### config.mk
export PLATFORM = sky130hd
export DESIGN_NAME = sdf_ntt_ctrl
export DESIGN_NICKNAME = d
export VERILOG_FILES = /design/src/rtl/sdf_pkg.sv /design/src/rtl/sdf_stage_seq.sv /design/src/rtl/sdf_ntt_ctrl.sv
export SDC_FILE = /design/constraint.sdc
export NUM_CORES = 1
export LEC_CHECK = 0
export ABC_AREA = 1
export CAP_MARGIN = 20
export CORE_MARGIN = 1.5
export CORE_UTILIZATION = 45
export DETAILED_ROUTE_END_ITERATION = 12
export PLACE_DENSITY_LB_ADDON = 0.05
export SLEW_MARGIN = 20
export SYNTH_ARGS = -nofsm -noshare
export SYNTH_HDL_FRONTEND = slang
export SYNTH_SLANG_ARGS = --single-unit
### constraint.sdc
create_clock -name clk -period 1.1 [get_ports clk]
set_input_delay 0.165 -clock clk [delete_from_list [all_inputs] [get_ports clk]]
set_output_delay 0.165 -clock clk [all_outputs]
set_load 0.05 [all_outputs]
### src/rtl/sdf_pkg.sv
// Shared constants and helpers for the SDF NTT sequencer (stage delays, bit reversal).
package sdf_pkg;

  localparam int LOG_N_DEF = 3;
  localparam int N         = 1 << LOG_N_DEF;
  localparam int TW_AW     = LOG_N_DEF - 1;

  typedef enum logic {
    IN_IDLE  = 1'b0,
    IN_FRAME = 1'b1
  } in_state_e;

  function automatic int stage_delay(input int s, input int log_n);
    return 1 << (log_n - 1 - s);
  endfunction

  function automatic int unsigned bitrev(input int unsigned x, input int log_n);
    int unsigned r;
    r = 0;
    for (int i = 0; i < log_n; i++) begin
      r = (r << 1) | ((x >> i) & 32'd1);
    end
    return r;
  endfunction

endpackage

### src/rtl/sdf_stage_seq.sv
// Control for one SDF stage: phase counter, buffer mux selects, twiddle address
// and the valid/sop delay line that feeds the next stage.
module sdf_stage_seq
  import sdf_pkg::*;
#(
  parameter int LOG_N   = 3,
  parameter int STAGE   = 0,
  parameter int BFU_LAT = 0
) (
  input  logic             clk_i,
  input  logic             rst_i,
  input  logic             v_i,
  input  logic             sop_i,
  output logic             v_o,
  output logic             sop_o,
  output logic             buf_in_sel_o,
  output logic             buf_out_sel_o,
  output logic [LOG_N-2:0] tw_addr_o,
  output logic             busy_o
);

  localparam int AW = LOG_N - 1;
  localparam int D  = stage_delay(STAGE, LOG_N);
  localparam int DL = D + BFU_LAT;
  localparam int PB = LOG_N - 1 - STAGE;
  localparam logic [AW-1:0] TW_MASK = AW'(D - 1);

  logic [LOG_N-1:0] c_q, c_d, c_cur;
  logic             bfly;
  logic [AW-1:0]    tw_raw;
  logic [DL-1:0]    v_sr_q, sop_sr_q;

  // A frame's first sample realigns the counter so an aborted frame cannot skew the phase.
  assign c_cur  = sop_i ? '0 : c_q;
  assign bfly   = v_i & c_cur[PB];
  assign tw_raw = bfly ? ((c_cur[AW-1:0] & TW_MASK) << STAGE) : '0;
  assign c_d    = v_i ? c_cur + 1'b1 : c_q;

  always_ff @(posedge clk_i or posedge rst_i) begin
    if (rst_i) begin
      c_q      <= '0;
      v_sr_q   <= '0;
      sop_sr_q <= '0;
    end else begin
      c_q      <= c_d;
      v_sr_q   <= DL'({v_sr_q, v_i});
      sop_sr_q <= DL'({sop_sr_q, sop_i});
    end
  end

  assign v_o    = v_sr_q[DL-1];
  assign sop_o  = sop_sr_q[DL-1];
  assign busy_o = |v_sr_q;

  generate
    if (BFU_LAT == 0) begin : g_nolat
      assign buf_out_sel_o = bfly;
      assign buf_in_sel_o  = ~bfly;
      assign tw_addr_o     = tw_raw;
    end else begin : g_lat
      // Selects and twiddle follow the butterfly result through the bfu pipeline.
      logic [BFU_LAT-1:0] bf_sr_q;
      logic [AW-1:0]      tw_sr_q [BFU_LAT];

      always_ff @(posedge clk_i or posedge rst_i) begin
        if (rst_i) begin
          bf_sr_q <= '0;
          for (int i = 0; i < BFU_LAT; i++) tw_sr_q[i] <= '0;
        end else begin
          bf_sr_q    <= BFU_LAT'({bf_sr_q, bfly});
          tw_sr_q[0] <= tw_raw;
          for (int i = 1; i < BFU_LAT; i++) tw_sr_q[i] <= tw_sr_q[i-1];
        end
      end

      assign buf_out_sel_o = bf_sr_q[BFU_LAT-1];
      assign buf_in_sel_o  = ~bf_sr_q[BFU_LAT-1];
      assign tw_addr_o     = tw_sr_q[BFU_LAT-1];
    end
  endgenerate

endmodule

### src/rtl/sdf_ntt_ctrl.sv
// Sequencer for a radix-2 SDF NTT chain: frame tracking, protocol errors, per-stage control.
// Define SDF_BITREV_EN to add out_idx, the natural-order index of each DIF output sample.
module sdf_ntt_ctrl
  import sdf_pkg::*;
#(
  parameter int LOG_N   = LOG_N_DEF,
  parameter int BFU_LAT = 0
) (
  input  logic                       clk,
  input  logic                       rst,
  input  logic                       in_valid,
  input  logic                       in_sop,
  output logic [LOG_N-1:0]           buf_in_sel,
  output logic [LOG_N-1:0]           buf_out_sel,
  output logic [LOG_N*(LOG_N-1)-1:0] tw_addr,
  output logic                       out_valid,
  output logic                       out_sop,
  output logic                       busy,
  output logic                       err
`ifdef SDF_BITREV_EN
  ,
  output logic [LOG_N-1:0]           out_idx
`endif
);

  localparam int AW = LOG_N - 1;
  localparam logic [LOG_N-1:0] CNT_LAST = '1;

  // in_valid qualifies one sample per cycle and in_sop marks a frame's first sample;
  // there is no backpressure, so every accepted sample must flow on every cycle.
  in_state_e        state_q, state_d;
  logic [LOG_N-1:0] in_cnt_q, in_cnt_d;
  logic             accept, sop_acc, err_set, err_q;
  logic [LOG_N:0]   v_chain, sop_chain;
  logic [LOG_N-1:0] stage_busy;

  always_comb begin
    state_d  = state_q;
    in_cnt_d = in_cnt_q;
    accept   = 1'b0;
    sop_acc  = 1'b0;
    err_set  = 1'b0;
    unique case (state_q)
      IN_IDLE: begin
        if (in_valid) begin
          if (in_sop) begin
            accept   = 1'b1;
            sop_acc  = 1'b1;
            in_cnt_d = in_cnt_q + 1'b1;
            state_d  = IN_FRAME;
          end else begin
            err_set = 1'b1;
          end
        end
      end
      IN_FRAME: begin
        if (in_valid) begin
          accept   = 1'b1;
          err_set  = in_sop;
          in_cnt_d = in_cnt_q + 1'b1;
          if (in_cnt_q == CNT_LAST) state_d = IN_IDLE;
        end else begin
          err_set  = 1'b1;
          in_cnt_d = '0;
          state_d  = IN_IDLE;
        end
      end
      default: begin
        state_d  = IN_IDLE;
        in_cnt_d = '0;
      end
    endcase
  end

  always_ff @(posedge clk or posedge rst) begin
    if (rst) begin
      state_q  <= IN_IDLE;
      in_cnt_q <= '0;
      err_q    <= 1'b0;
    end else begin
      state_q  <= state_d;
      in_cnt_q <= in_cnt_d;
      err_q    <= err_q | err_set;
    end
  end

  assign v_chain[0]   = accept;
  assign sop_chain[0] = sop_acc;

  for (genvar s = 0; s < LOG_N; s++) begin : g_stage
    sdf_stage_seq #(
      .LOG_N  (LOG_N),
      .STAGE  (s),
      .BFU_LAT(BFU_LAT)
    ) u_seq (
      .clk_i        (clk),
      .rst_i        (rst),
      .v_i          (v_chain[s]),
      .sop_i        (sop_chain[s]),
      .v_o          (v_chain[s+1]),
      .sop_o        (sop_chain[s+1]),
      .buf_in_sel_o (buf_in_sel[s]),
      .buf_out_sel_o(buf_out_sel[s]),
      .tw_addr_o    (tw_addr[s*AW +: AW]),
      .busy_o       (stage_busy[s])
    );
  end

  assign out_valid = v_chain[LOG_N];
  assign out_sop   = sop_chain[LOG_N];
  assign busy      = (in_cnt_q != '0) | (|stage_busy);
  assign err       = err_q;

`ifdef SDF_BITREV_EN
  logic [LOG_N-1:0] oidx_q, oidx_cur;

  assign oidx_cur = out_sop ? '0 : oidx_q;

  always_ff @(posedge clk or posedge rst) begin
    if (rst) begin
      oidx_q <= '0;
    end else if (out_valid) begin
      oidx_q <= oidx_cur + 1'b1;
    end
  end

  assign out_idx = LOG_N'(bitrev(32'(oidx_cur), LOG_N));
`endif

endmodule

---- Word level (Yosys, flattened, before mapping) ----
Cells that the tools add are included.
W data, S select, Z words.
storage, ports and cells
  latch bits .............................. 0
  word-level logic and storage cells ...... 52
  memory bits (writable) .................. 0
  input bits .............................. 4
  ROM bits ................................ 0
  register bits ........................... 28
  output and inout port bits .............. 16
  memories kept ........................... 0
operators by class
  bitwise gates (word level) .............. 9
  magnitude comparators ................... 0
  mux-type cells .......................... 21
  divide/modulo/power cells ............... 0
  shift operators ......................... 0
  multipliers ............................. 0
  add/subtract/negate cells ............... 4
  equal/unequal tests ..................... 3
  reductions and logical operators ........ 3
operators by type and width
  kind                   number
  $mux W3                6
  $add A3 B1 Y3 const B  4
  $mux W1                9
  $reduce_or A7 Y1       1
  $pmux W1 S2            3
  $pmux W3 S2            1
  $mux W2                2
  $ne A2 B2 Y1 const B   2
  $not A1 Y1             4
  $and A1 B1 Y1          3
  $eq A3 B3 Y1 const B   1
  $reduce_bool A3 Y1     1
  $or A1 B1 Y1           2
  $reduce_and A2 Y1      1

---- Depth between registers and ports, before layout ----
Gate-level depths: netlist (run 1).
  depth after elaboration ................. 6
  mapped depth ............................ 8
  depth with buffers taken out ............ 8

---- By module ----
From an unflattened synthesis (run 1), not the netlist that was laid out.
unflattened totals
  cells, all modules ...................... 115
  area, all modules ....................... 1,053.5 um^2
modules (own cells, without submodules)
  module                             cells an instance  times used  area each (um^2)  sequential area each (um^2)
  sdf_stage_seq at g_stage[0].u_seq  38                 1           394.1             275.3
  sdf_ntt_ctrl                       37                 1           286.5             125.1
  sdf_stage_seq at g_stage[1].u_seq  24                 1           235.2             150.1
  sdf_stage_seq at g_stage[2].u_seq  16                 1           137.6             75.1

---- Least setup slack after synthesis (run 1) ----
OpenSTA, ideal clock, no wires.
  path type ............................... register -> output
  start ................................... register g_stage[2].u_seq.v_sr_q
  end ..................................... output busy
  stages on the path, launching flop included .. 3
  arrival ................................. 1.271 ns
  path slack .............................. -0.336 ns
  required time ........................... 0.935 ns
  buffers on the path ..................... 0
  path through ............................ dfrtp_1 nor3b_1 nand4_1
on the way
  word-level cells in the longest chain between the ends .. 2
ends and longest elaborated chain
  what                    line                 source
  start, declared         sdf_stage_seq.sv:31  logic [DL-1:0] v_sr_q, sop_sr_q;
  start signal, assigned  sdf_stage_seq.sv:46  v_sr_q <= DL'({v_sr_q, v_i});
  $reduce_or A7 Y1        sdf_ntt_ctrl.sv:111  assign busy = (in_cnt_q != '0) | (|stage_busy);
  $or A1 B1 Y1            sdf_ntt_ctrl.sv:111
  end, declared           sdf_ntt_ctrl.sv:18   output logic busy,
Every way passes these cells.

---- Worst setup path after layout (run 1) ----
  start ................................... register in_cnt_q[1]
  end ..................................... output busy
on the way
  word-level cells in the longest chain between the ends .. 2
ends and longest elaborated chain
  what                    line                 source
  start, declared         sdf_ntt_ctrl.sv:32   logic [LOG_N-1:0] in_cnt_q, in_cnt_d;
  start signal, assigned  sdf_ntt_ctrl.sv:82   in_cnt_q <= in_cnt_d;
  $reduce_bool A3 Y1      sdf_ntt_ctrl.sv:111
  $or A1 B1 Y1            sdf_ntt_ctrl.sv:111
Every way passes these cells.

==> impl_metrics.tcl, run 1 <==
set metrics [dict create \
    p_leak_nw 0.8045 \
    power_density_nw_per_um2 1782 \
    finalHoldViolCount 0 \
    drive_gt1_share_pct 54.86 \
    rsz0062_at_grt "yes" \
    fin_crit_sh_pct 143.6 \
    area_delta_synth_final_pct 59.58 \
    synthMostInstantiatedCell "dfrtp_1" \
    initial_core_util_pct 47.96 \
    hold_path_class "input port to async pin" \
    ios 20 \
    grt_pass1_wl_mm 3.512 \
    antenna_found_initial 0 \
    yosysWarningCount 0 \
    grt_usage_pct 18.10 \
    nets 153 \
    path_cells "inv_2 -> ha_4 -> nor3b_2 -> nand4_1 -> buf_12" \
    synth_seq_cells 25 \
    max_freq_mhz 632.9 \
    setup_ws_ps -480.1 \
    rrSetupSlack_ps -60 \
    h-tree-depth 1 \
    std_cell_rows 17 \
    placed_area_um2 1491 \
    cts_buffers 3 \
    die_h_um 51.79 \
    slowest_delay_ps 410 \
    gp_congestion 0.7448 \
    cts.clk_slew.worst_paths_ps 140 \
    cts_root_buffer "clkbuf_4" \
    crit_path_end_kind "output pin" \
    path_class "flop to output pin" \
    fin_skew_ps 15.95 \
    vias 800 \
    fp.dieW_um 51.79 \
    core-area_um2 2233 \
    startpoint_type "flop" \
    worst_ep_required_time_ps 940 \
    busiest_layer "met2" \
    outcome "complete, but fails checks" \
    ys_async_sr_fraction_pct 100.0 \
    clock_latency_ps 310 \
    path_max_fanout 2 \
    clock_sink_count 25 \
    seq_area_frac_synth_pct 58.41 \
    violations "setup timing" \
    synth_cell_types 19 \
    synth_top_cell_by_area "dfrtp_1" \
    utilization_pct 76.53 \
    synth-main-ff-cell "dfrtp_1" \
    wl_per_cell_um 11.80 \
    tns_ps -3365 \
    power_mw 3.046 \
    detail_route.iter0.violations 10 \
    crit_slowest_cell "dfrtp_1" \
    dp_hpwl_mm 1.401 \
    overflow 0 \
    dieArea_um2 2682 \
    peakVddDrop_mv 1.135 \
    cts_hold_buf 0 \
    setup_viol 14 \
    synth_common_cells "dfrtp_1, inv_1, nand2_1, nor2_1, buf_4" \
    drt-total-wl_mm 2.030 \
    io_buffers 16 \
    gr-usage-met3_pct 2.586 \
    placedCellCount 159 \
    syn_area_um2 1071 \
    grt_max_degree 26 \
    diodes 0 \
    register_area_um2 629.4 \
    syn_area_per_cell_um2 10.10 \
    synth_edf_count 0 \
    ctsLongestPathBuffers 2 \
    nFillCells 152 \
    fin_cells 172 \
    grt_pass1_vias 823 \
    yosysTopAreaCellShare_pct 58.41 \
    gr-usage-met1_pct 22.61 \
    synthTopCellsByArea "dfrtp_1, buf_4, inv_1, nand2_1, ha_1" \
    drc 0 \
    dr.pass1.iters 4 \
    drv_slew 0 \
    antenna_left 0 \
    crit_arrival_ps 1420 \
    finalInstanceArea_um2 1709 \
    multiInputGateArea_um2 436.7 \
    cap_viol_max_count 0 \
    viasPerCell 4.651 \
    use_met2_pct 31.20 \
    cts_tree "built" \
    period_minus_slack_ps 1580 \
    postSynthCellCount 106 \
]
placed cells by master, fill, tap and decap left out:
master,count
clkbuf_4,3
buf_6,7
inv_4,1
inv_2,7
nand3_4,1
nand2_2,5
ha_4,4
nand3_1,1
conb_1,3
o21ai_0,4
o21ai_1,3
nand2_4,2
nand2_8,1
nor2_2,1
dlygate4sd2_1,1
clkinvlp_4,2
nand4_1,1
a21oi_2,2
inv_1,8
nor2_1,6
dfrtp_2,3
clkinv_2,1
buf_4,18
clkdlybuf4s50_1,2
a21oi_1,2
nor3b_2,1
dfrtp_1,22
nor2_4,5
buf_12,13
nand2_1,12
o21ai_2,2
kinds of logic after synthesis:
group           Yosys count  share of synthesized area, %
buf+inv                  27                         12.85
compound gates           13                         6.425
flops                    25                         58.41
other cells               1                        0.3501
simple gates             36                         17.29
fa+ha+maj                 4                         4.673
registers in the layout, indices dropped and copies added, names as in the netlist:
| name | cells |
|---|---|
| g_stage.u_seq.c_q | 6 |
| g_stage.u_seq.sop_sr_q | 6 |
| g_stage.u_seq.v_sr_q | 6 |
| in_cnt_q | 3 |
| err | 1 |
| g_stage.u_seq.busy_o | 1 |
| g_stage.u_seq.sop_o | 1 |
| state_q | 1 |
stage by stage:
| stage | hold WS [ps] | setup slack (ps) |
|---|---|---|
| final | 164.0 | -480.1 |
| after global routing | 183.3 | -560.0 |
| after CTS | 162.7 | -496.3 |
| after detailed placement | 337.1 | -376.3 |
| after global placement | 335.5 | -335.7 |
| after floorplan | 192.2 | -244.7 |
final timing paths:
check,to,cells past startpoint,startpoint
max in group asynchronous,g_stage[2].u_seq.c_q[0],3,rst
min,g_stage[0].u_seq.v_sr_q[3],3,rst
max,busy,5,in_cnt_q[1]
min reg2reg,g_stage[0].u_seq.sop_sr_q[2],0,g_stage[0].u_seq.sop_sr_q[1]
max reg2reg,g_stage[0].u_seq.c_q[1],5,state_q
min in group clk,g_stage[0].u_seq.sop_sr_q[2],0,g_stage[0].u_seq.sop_sr_q[1]
layout make-up:
cell class              count  share of cell area [%]
well taps                  28                   2.050
multi-input cells          56                   25.55
flip-flops and latches     25                   36.82
clock buffers               3                   1.318
repair buffers             41                   29.43
clock inverters             1                  0.2928
inverters                  18                   4.539
worst max-delay path, delay by kind of cell (launching register included):
family / cells / cell delay, ps
DFF: 1 / 410
and+or+nand+nor: 2 / 290
adders and majority gates: 1 / 120
buffers and inverters: 2 / 280
where the power goes:
part           switching [mW]  internal (mW)
Sequential              0.134           1.09
Combinational           0.731          0.697
Clock                   0.254          0.136
Total                    1.12           1.93
layer usage:
layer	vias to the layer above	share of wire [%]
met1	385	44
met4	0	0.79
met5	-	0
met3	2	4.2
li1	394	-
met2	19	51
timing repair:
action | CTS | global route
endpoints found under the setup margin | 15 | 17
pin swaps | 3 | 5
setup buffers | 7 | 5
resized for setup | 16 | 18
No activity file was read; power rests on OpenSTA's default activity.
==> run 2, diff against run 1 <==
CORE_UTILIZATION = 32   (was 45)
==> run 2 against run 1 <==
Effect of this change: the run still ends with setup timing left; maximum frequency is 1.3% lower; register-to-register slack hardly changed; die area is 38% higher; critical path depth stayed put; clock power is 5.6% higher; power is 2.5% lower; hold slack worse by 19 ps; flip-flop and latch count stayed put; global-route usage is 6.1 points lower; combinational power is 7% lower; highest routed layer unchanged.
==> impl_metrics.tcl, run 2 (same netlist as run 1, synthesis figures left out) <==
set metrics [dict create \
    vias 749 \
    cts_buffers 3 \
    multiInputGateArea_um2 440.4 \
    critPathCapture "busy" \
    placedCellCount 175 \
    max_freq_mhz 624.4 \
    violations "setup timing" \
    grt_pass1_vias 707 \
    io_buffers 16 \
    slowest_delay_ps 410 \
    startpoint_type "flop" \
    grt_usage_pct 11.96 \
    fin_skew_ps 9.820 \
    hold_path_class "input port to async pin" \
    diodes 0 \
    area_delta_synth_final_pct 57.59 \
    path_class "flop to output pin" \
    antenna_found_initial 0 \
    grt_max_degree 26 \
    drive_gt1_share_pct 53.96 \
    period_minus_slack_ps 1602 \
    dr.pass1.iters 2 \
    power_density_nw_per_um2 1759 \
    path_max_fanout 2 \
    outcome "complete, but fails checks" \
    ctsLongestPathBuffers 2 \
    cap_viol_max_count 0 \
    std_cell_rows 20 \
    clock_latency_ps 320 \
    ios 20 \
    drt-total-wl_mm 1.825 \
    overflow 0 \
    cts_tree "built" \
    nets 148 \
    finalInstanceArea_um2 1688 \
    h-tree-depth 1 \
    cts_root_buffer "clkbuf_4" \
    rrSetupSlack_ps -60 \
    crit_slowest_cell "dfrtp_1" \
    setup_viol 14 \
    startpoint "in_cnt_q[0]" \
    fin_crit_sh_pct 145.6 \
    nFillCells 288 \
    viasPerCell 4.093 \
    peakVddDrop_mv 0.8699 \
    clock_sink_count 25 \
    dieArea_um2 3703 \
    reg2reg_depth 7 \
    placed_area_um2 1511 \
    cts_hold_buf 0 \
    die_h_um 60.85 \
    final_cell_mix "dfrtp_1, buf_4, buf_12, nand2_1, inv_1" \
    drc 0 \
    p_leak_nw 0.7724 \
    antenna_left 0 \
    path_cells "inv_2 -> ha_4 -> nor3b_2 -> nand4_1 -> buf_12" \
    fin_cells 183 \
    setup_ws_ps -501.7 \
    detail_route.iter0.violations 8 \
    final_common_cell "dfrtp_1" \
    rsz0062_at_grt "yes" \
    gp_congestion 0.7194 \
    initial_core_util_pct 34.24 \
    dp_hpwl_mm 1.370 \
    worstReg2RegStart "state_q" \
    top_regs "g_stage.u_seq.c_q (6), g_stage.u_seq.sop_sr_q (6), g_stage.u_seq.v_sr_q (6)" \
    register_area_um2 629.4 \
    tns_ps -3318 \
    cts.clk_slew.worst_paths_ps 140 \
    drv_slew 0 \
    wl_per_cell_um 9.973 \
    core-area_um2 3128 \
    worst_ep_required_time_ps 940 \
    fp.dieW_um 60.85 \
    crit_arrival_ps 1440 \
    worstReg2RegEnd "g_stage[0].u_seq.c_q[2]" \
    power_mw 2.969 \
    finalHoldViolCount 0 \
    grt_pass1_wl_mm 3.146 \
    crit_path_end_kind "output pin" \
]
[run 2: cell types whose count changed in the layout (fill, tap and decap cells not counted)]
cell             before  now
buf_6                 7    4
clkinv_2              1    0
dlygate4sd2_1         1    0
o21ai_1               3    2
clkdlybuf4s50_1       2    3
buf_4                18   16
clkinvlp_4            2    3
o21ai_2               2    3
[run 2: layout make-up]
type | instances | area share, %
clock buffer | 3 | 1.334
timing repair buffer | 36 | 26.98
clock inverter | 1 | 0.4448
inverter | 18 | 4.596
tap | 44 | 3.262
sequential | 25 | 37.29
multi-input combinational | 56 | 26.09
[run 2: metrics by stage]
step | worst slack [ps] | hold WS, ps | util [%]
after CTS | -540.1 | 131.7 | 52.56
after global placement | -335.7 | 333.7 | 48.32
after floorplan | -244.7 | 192.2 | -
after detailed placement | -365.5 | 337.9 | 48.32
final | -501.7 | 145.1 | 53.96
after global routing | -588.6 | 138.9 | 53.96
[run 2: timing repair]
item                       CTS  global route
setup endpoints to repair   16            17
resized for setup           19            13
setup buffers                4             3
hold endpoints to repair     0             0
pin swaps                    4             5
[run 2: worst min-delay path by stage]
| stage | from | endpoint | depth (start not counted) |
|---|---|---|---|
| final | rst | g_stage[0].u_seq.sop_sr_q[1] | 3 |
| after global routing | rst | g_stage[0].u_seq.sop_sr_q[1] | 3 |
| after CTS | rst | g_stage[0].u_seq.sop_sr_q[1] | 3 |
| after detailed placement | g_stage[0].u_seq.sop_sr_q[1] | g_stage[0].u_seq.sop_sr_q[2] | 0 |
| after global placement | g_stage[0].u_seq.sop_sr_q[2] | g_stage[0].u_seq.sop_sr_q[3] | 0 |
| after floorplan | rst | err | 1 |
[run 2: layer usage]
layer  routed length [um]  vias up  GRT usage, %  share of wire (%)
met3                   63        2         4.691                3.5
met4                   15        0         3.727               0.82
li1                     -      381             -                  -
met5                    0        -             0                  0
met2                 1010       15         21.04                 55
met1                  736      351         13.29                 40
[run 2: report_power, final]
part	internal (mW)	switching, mW	total (mW)	leakage (nW)
clock network	0.139	0.274	0.412	0.0139
registers	1.09	0.132	1.23	0.306
logic	0.638	0.693	1.33	0.453
[run 2: critical path: cells and delay by family (launching register included)]
kind,cells,cell delay (ps)
flip-flops,1,410
AND/OR/NAND/NOR,2,310
buffers and inverters,2,270
adder cells (fa/ha/maj),1,120
